$ cat src/rtl/video_timing_gen.sv
// Raster timing source: pixel enable, sync/blank decode and registered colour.
// Optional VIDEO_TIMING_TESTPAT_EN adds test_en and an 8-bar colour pattern.
module video_timing_gen #(
    parameter int unsigned H_ACTIVE = 320,
    parameter int unsigned H_FP     = 8,
    parameter int unsigned H_SYNC   = 32,
    parameter int unsigned H_BP     = 40,
    parameter int unsigned V_ACTIVE = 240,
    parameter int unsigned V_FP     = 3,
    parameter int unsigned V_SYNC   = 4,
    parameter int unsigned V_BP     = 15,
    parameter int unsigned CE_DIV   = 4
) (
    input  logic        clk,
    input  logic        reset_n,
`ifdef VIDEO_TIMING_TESTPAT_EN
    input  logic        test_en,
`endif
    input  logic [11:0] pix_data,
    output logic [8:0]  pix_x,
    output logic [8:0]  pix_y,
    output logic        ce_pix,
    output logic        frame_start,
    output logic        HBlank,
    output logic        VBlank,
    output logic        HSync,
    output logic        VSync,
    output logic [3:0]  VGA_R4,
    output logic [3:0]  VGA_G4,
    output logic [3:0]  VGA_B4
);

    localparam int unsigned H_TOTAL = H_ACTIVE + H_FP + H_SYNC + H_BP;
    localparam int unsigned V_TOTAL = V_ACTIVE + V_FP + V_SYNC + V_BP;
    localparam int unsigned DW = (CE_DIV > 1) ? $clog2(CE_DIV) : 1;

    localparam logic [8:0] H_A   = 9'(H_ACTIVE);
    localparam logic [8:0] H_SS  = 9'(H_ACTIVE + H_FP);
    localparam logic [8:0] H_SE  = 9'(H_ACTIVE + H_FP + H_SYNC);
    localparam logic [8:0] H_END = 9'(H_TOTAL - 1);
    localparam logic [8:0] V_A   = 9'(V_ACTIVE);
    localparam logic [8:0] V_SS  = 9'(V_ACTIVE + V_FP);
    localparam logic [8:0] V_SE  = 9'(V_ACTIVE + V_FP + V_SYNC);
    localparam logic [8:0] V_END = 9'(V_TOTAL - 1);
    localparam logic [DW-1:0] DIV_END = DW'(CE_DIV - 1);

    logic [DW-1:0] div_q, div_d;
    logic [8:0]    hc_q, hc_d;
    logic [8:0]    vc_q, vc_d;
    logic          hblank_q, vblank_q, hsync_q, vsync_q;
    logic [11:0]   rgb_q, rgb_d, rgb_src;
    logic          hblank, vblank, hsync, vsync;

    assign ce_pix      = (div_q == DIV_END);
    assign frame_start = ce_pix && (hc_q == 9'd0) && (vc_q == 9'd0);
    assign pix_x       = hc_q;
    assign pix_y       = vc_q;

    assign hblank = (hc_q >= H_A);
    assign hsync  = (hc_q >= H_SS) && (hc_q < H_SE);
    assign vblank = (vc_q >= V_A);
    assign vsync  = (vc_q >= V_SS) && (vc_q < V_SE);

    always_comb begin
        rgb_src = pix_data;
`ifdef VIDEO_TIMING_TESTPAT_EN
        // bar index is hc[7:5]; each bit saturates one channel
        if (test_en) begin
            rgb_src = {{4{hc_q[7]}}, {4{hc_q[6]}}, {4{hc_q[5]}}};
        end
`endif
        rgb_d = (hblank || vblank) ? 12'h000 : rgb_src;
    end

    always_comb begin
        div_d = ce_pix ? '0 : div_q + 1'b1;
        hc_d  = hc_q;
        vc_d  = vc_q;
        if (ce_pix) begin
            if (hc_q == H_END) begin
                hc_d = 9'd0;
                vc_d = (vc_q == V_END) ? 9'd0 : vc_q + 9'd1;
            end else begin
                hc_d = hc_q + 9'd1;
            end
        end
    end

    always_ff @(posedge clk or negedge reset_n) begin
        if (!reset_n) begin
            div_q    <= '0;
            hc_q     <= 9'd0;
            vc_q     <= 9'd0;
            hblank_q <= 1'b1;
            vblank_q <= 1'b1;
            hsync_q  <= 1'b0;
            vsync_q  <= 1'b0;
            rgb_q    <= 12'h000;
        end else begin
            div_q <= div_d;
            hc_q  <= hc_d;
            vc_q  <= vc_d;
            if (ce_pix) begin
                hblank_q <= hblank;
                vblank_q <= vblank;
                hsync_q  <= hsync;
                vsync_q  <= vsync;
                rgb_q    <= rgb_d;
            end
        end
    end

    assign HBlank = hblank_q;
    assign VBlank = vblank_q;
    assign HSync  = hsync_q;
    assign VSync  = vsync_q;
    assign VGA_R4 = rgb_q[11:8];
    assign VGA_G4 = rgb_q[7:4];
    assign VGA_B4 = rgb_q[3:0];

endmodule

$ cat config.mk
export PLATFORM = sky130hd
export DESIGN_NAME = video_timing_gen
export DESIGN_NICKNAME = d
export VERILOG_FILES = /design/src/rtl/video_timing_gen.sv
export SDC_FILE = /design/constraint.sdc
export NUM_CORES = 1
export LEC_CHECK = 0
export ABC_AREA = 1
export ABC_CLOCK_PERIOD_IN_PS = 2500
export CAP_MARGIN = 30
export CELL_PAD_IN_SITES_DETAIL_PLACEMENT = 1
export CELL_PAD_IN_SITES_GLOBAL_PLACEMENT = 1
export CORE_MARGIN = 2
export CORE_UTILIZATION = 38
export CTS_CLUSTER_SIZE = 30
export DETAILED_ROUTE_END_ITERATION = 6
export PLACE_DENSITY = 0.94
export SYNTH_ARGS = -nofsm -noshare
export SYNTH_HDL_FRONTEND = slang
export SYNTH_SLANG_ARGS = --single-unit
$ cat constraint.sdc
create_clock -name clk -period 2.5 [get_ports clk]
set_clock_uncertainty 0.1 [all_clocks]
set_input_delay 0.625 -clock clk [delete_from_list [all_inputs] [get_ports clk]]
set_output_delay 0.625 -clock clk [all_outputs]
set_load 0.1 [all_outputs]
==> flow_metrics.tcl <==
set metrics [dict create \
    rows 25 \
    die_h_um 75.1 \
    clkTransAtPathRegs_ns 0.07 \
    initial_core_util_pct 40.2 \
    grt_use_met3_pct 3.35 \
    p_leak_uw 0.00126 \
    synth-seq-area-share_pct 47.0 \
    place.gp.congestion 0.817 \
    crit_path_end_kind "output port" \
    hold_viol_final 0 \
    fin_crit_sh_pct 95.5 \
    arrival_ns 1.66 \
    hold_buffers 0 \
    setup-tns-final_ns 0 \
    crit_path_max_fanout 5 \
    synth.ff_latch_count 36 \
    required_ns 1.77 \
    first_global_vias 1901 \
    antenna_left 0 \
    rsz0062_at_grt "false" \
    grt_pass1_wl_mm 9.22 \
    status "completed" \
    fmax_mhz 419 \
    ir_drop_mv 0.267 \
    clockRootBuffer "clkbuf_8" \
    nets 316 \
    via_per_inst 4.90 \
    dp_hpwl_mm 3.99 \
    netlist_instances 244 \
    diodes 0 \
    met2_usage_pct 39.0 \
    setup_ws_ns 0.111 \
    grt_max_degree 37 \
    final_max_slew_viol_count 0 \
    worst_pin_slew_ns 0.475 \
    criticalPathCategory "reg -> out" \
    htreeDepth 2 \
    routed_wirelength_mm 5.50 \
    syn-cell-area_sq_mm 0.00192 \
    die_w_um 75.1 \
    syn2layout_area_growth_pct 33.5 \
    synth.distinct_cells 25 \
    pre_cts_ws_ns 0.415 \
    critPathLaunchType "flip-flop" \
    grt-ovfl-total 0 \
    cts_tree "yes" \
    relSlewSlack_pct 68.3 \
    final.min_clock_period_ns 2.39 \
    grt.total_usage_pct 21.7 \
    io_buffers 49 \
    nFillCells 592 \
    cts_buffers 5 \
    whs_ns 0.387 \
    cts_sinks 36 \
    hold_class "reg -> reg" \
    grt_use_met1_pct 26.3 \
    ios 50 \
    core-area_sq_mm 0.00479 \
    avgSynthCellArea_sq_um 7.88 \
    antenna_found_initial 0 \
    busiest_layer "met2" \
    multi_input_area_sq_um 887 \
    drv_cap 0 \
    layout-drive-gt1-share_pct 26.6 \
    seq_area_sq_um 931 \
    drc_errors 0 \
    vias 1783 \
    synth_nets 264 \
    routedWlPerCell_um 15.1 \
    drt_first_pass_iters 4 \
    insertion_delay_ns 0.29 \
    powerDensity_mw_per_mm2 483 \
    clk_path_buf_depth 2 \
    setup_viol_count_final 0 \
    dieArea_sq_mm 0.00564 \
    first_iter_violations 75 \
    cts_setup_buffers 0 \
    cts_resized 0 \
    synth_warnings 0 \
]
## layout make-up
| class | count | area share [%] |
|---|---|---|
| clock inverters | 2 | 1.37 |
| repair buffers | 53 | 17.7 |
| clock buffers | 6 | 2.83 |
| inverters | 27 | 3.95 |
| well taps | 67 | 3.27 |
| multi-input cells | 173 | 34.6 |
| flip-flops and latches | 36 | 36.3 |
## cell usage after synthesis
library cell	instances	area (sq um)
buf_2	3	15.0
ha_1	6	75.1
dfstp_2	2	52.6
inv_2	1	3.75
buf_8	1	15.0
clkbuf_2	1	5.00
nand4_1	3	18.8
nor3_1	4	20.0
clkbuf_1	1	3.75
nand3_1	34	170
nor2_4	1	11.3
nand2_4	1	11.3
buf_4	2	15.0
o21ai_1	1	5.00
xor2_1	7	61.3
nor2_8	1	20.0
nand2_2	2	12.5
inv_1	26	97.6
nand3_2	2	20.0
nor2_1	22	82.6
nor3b_1	1	7.51
dfrtp_1	34	851
nor2_2	1	6.26
o21ai_0	12	60.1
nand2_1	75	282
## per-stage QoR
stage                     power, uW  cell area [sq um]  utilization (%)  instances
final                          1240               2570             53.6        364
after CTS                      1250               2570             53.6        364
after global routing           1280               2570             53.6        364
after floorplan                 689               1990                -        244
after global placement          742               2460             51.4        356
after detailed placement        744               2460             51.4        356
## routing by layer
layer,vias to the layer above,share of wire [%]
li1,867,-
met1,879,41
met2,28,54
met3,9,2.8
met4,0,1.9
met5,-,0
## cells in the final DEF (no fill, tap or decap), types with 2 or more instances in the layout
master / n
clkdlybuf4s50_1: 13
xor2_1: 7
inv_1: 25
dfrtp_2: 16
nor2_1: 22
dfrtp_4: 2
buf_4: 38
dfrtp_1: 16
nand3_1: 34
nand4_1: 3
dfstp_2: 2
nand3_2: 2
nor3_1: 4
inv_2: 2
nand2_1: 75
clkbuf_8: 5
buf_12: 2
ha_1: 5
nand2_2: 2
o21ai_0: 12
## cell families after synthesis
group	Yosys count	synth area share (%)
xor+xnor	7	3.19
compound gates	13	3.39
flops	36	47.0
simple gates	147	34.4
fa+ha+maj	6	3.91
buf+inv	35	8.07
## power breakdown
| part | internal, uW | switching [uW] | leakage, uW | total [uW] |
|---|---|---|---|---|
| logic | 35.5 | 98.3 | 0.000776 | 134 |
| clock network | 296 | 211 | 0.0000552 | 507 |
| registers | 592 | 5.52 | 0.000425 | 597 |
## final timing paths
kind / startpoint / endpoint / slack (ns) / depth (start not counted)
hold / removal: rgb_q[8] / rgb_q[8] / 0.39 / 2
hold reg to reg: rgb_q[8] / rgb_q[8] / 0.39 / 2
max in group asynchronous: reset_n / pix_x[0] / 1.27 / 2
min in group asynchronous: reset_n / rgb_q[0] / 0.65 / 2
setup / recovery: pix_x[0] / frame_start / 0.11 / 5
setup reg to reg: pix_x[0] / pix_y[8] / 0.77 / 8
## critical path: stages, from the launching register on
cell     delay [ns]
dfrtp_4        0.50
inv_2          0.10
ha_1           0.15
nand4_1        0.15
nor3b_4        0.27
buf_12         0.20
## registers in the layout (all words and copies together), names as in the netlist
signal,count
VSync,1
pix_y,9
VBlank,1
pix_x,9
HSync,1
rgb_q,12
HBlank,1
div_q,2
No activity file was read; power rests on OpenSTA's default activity.
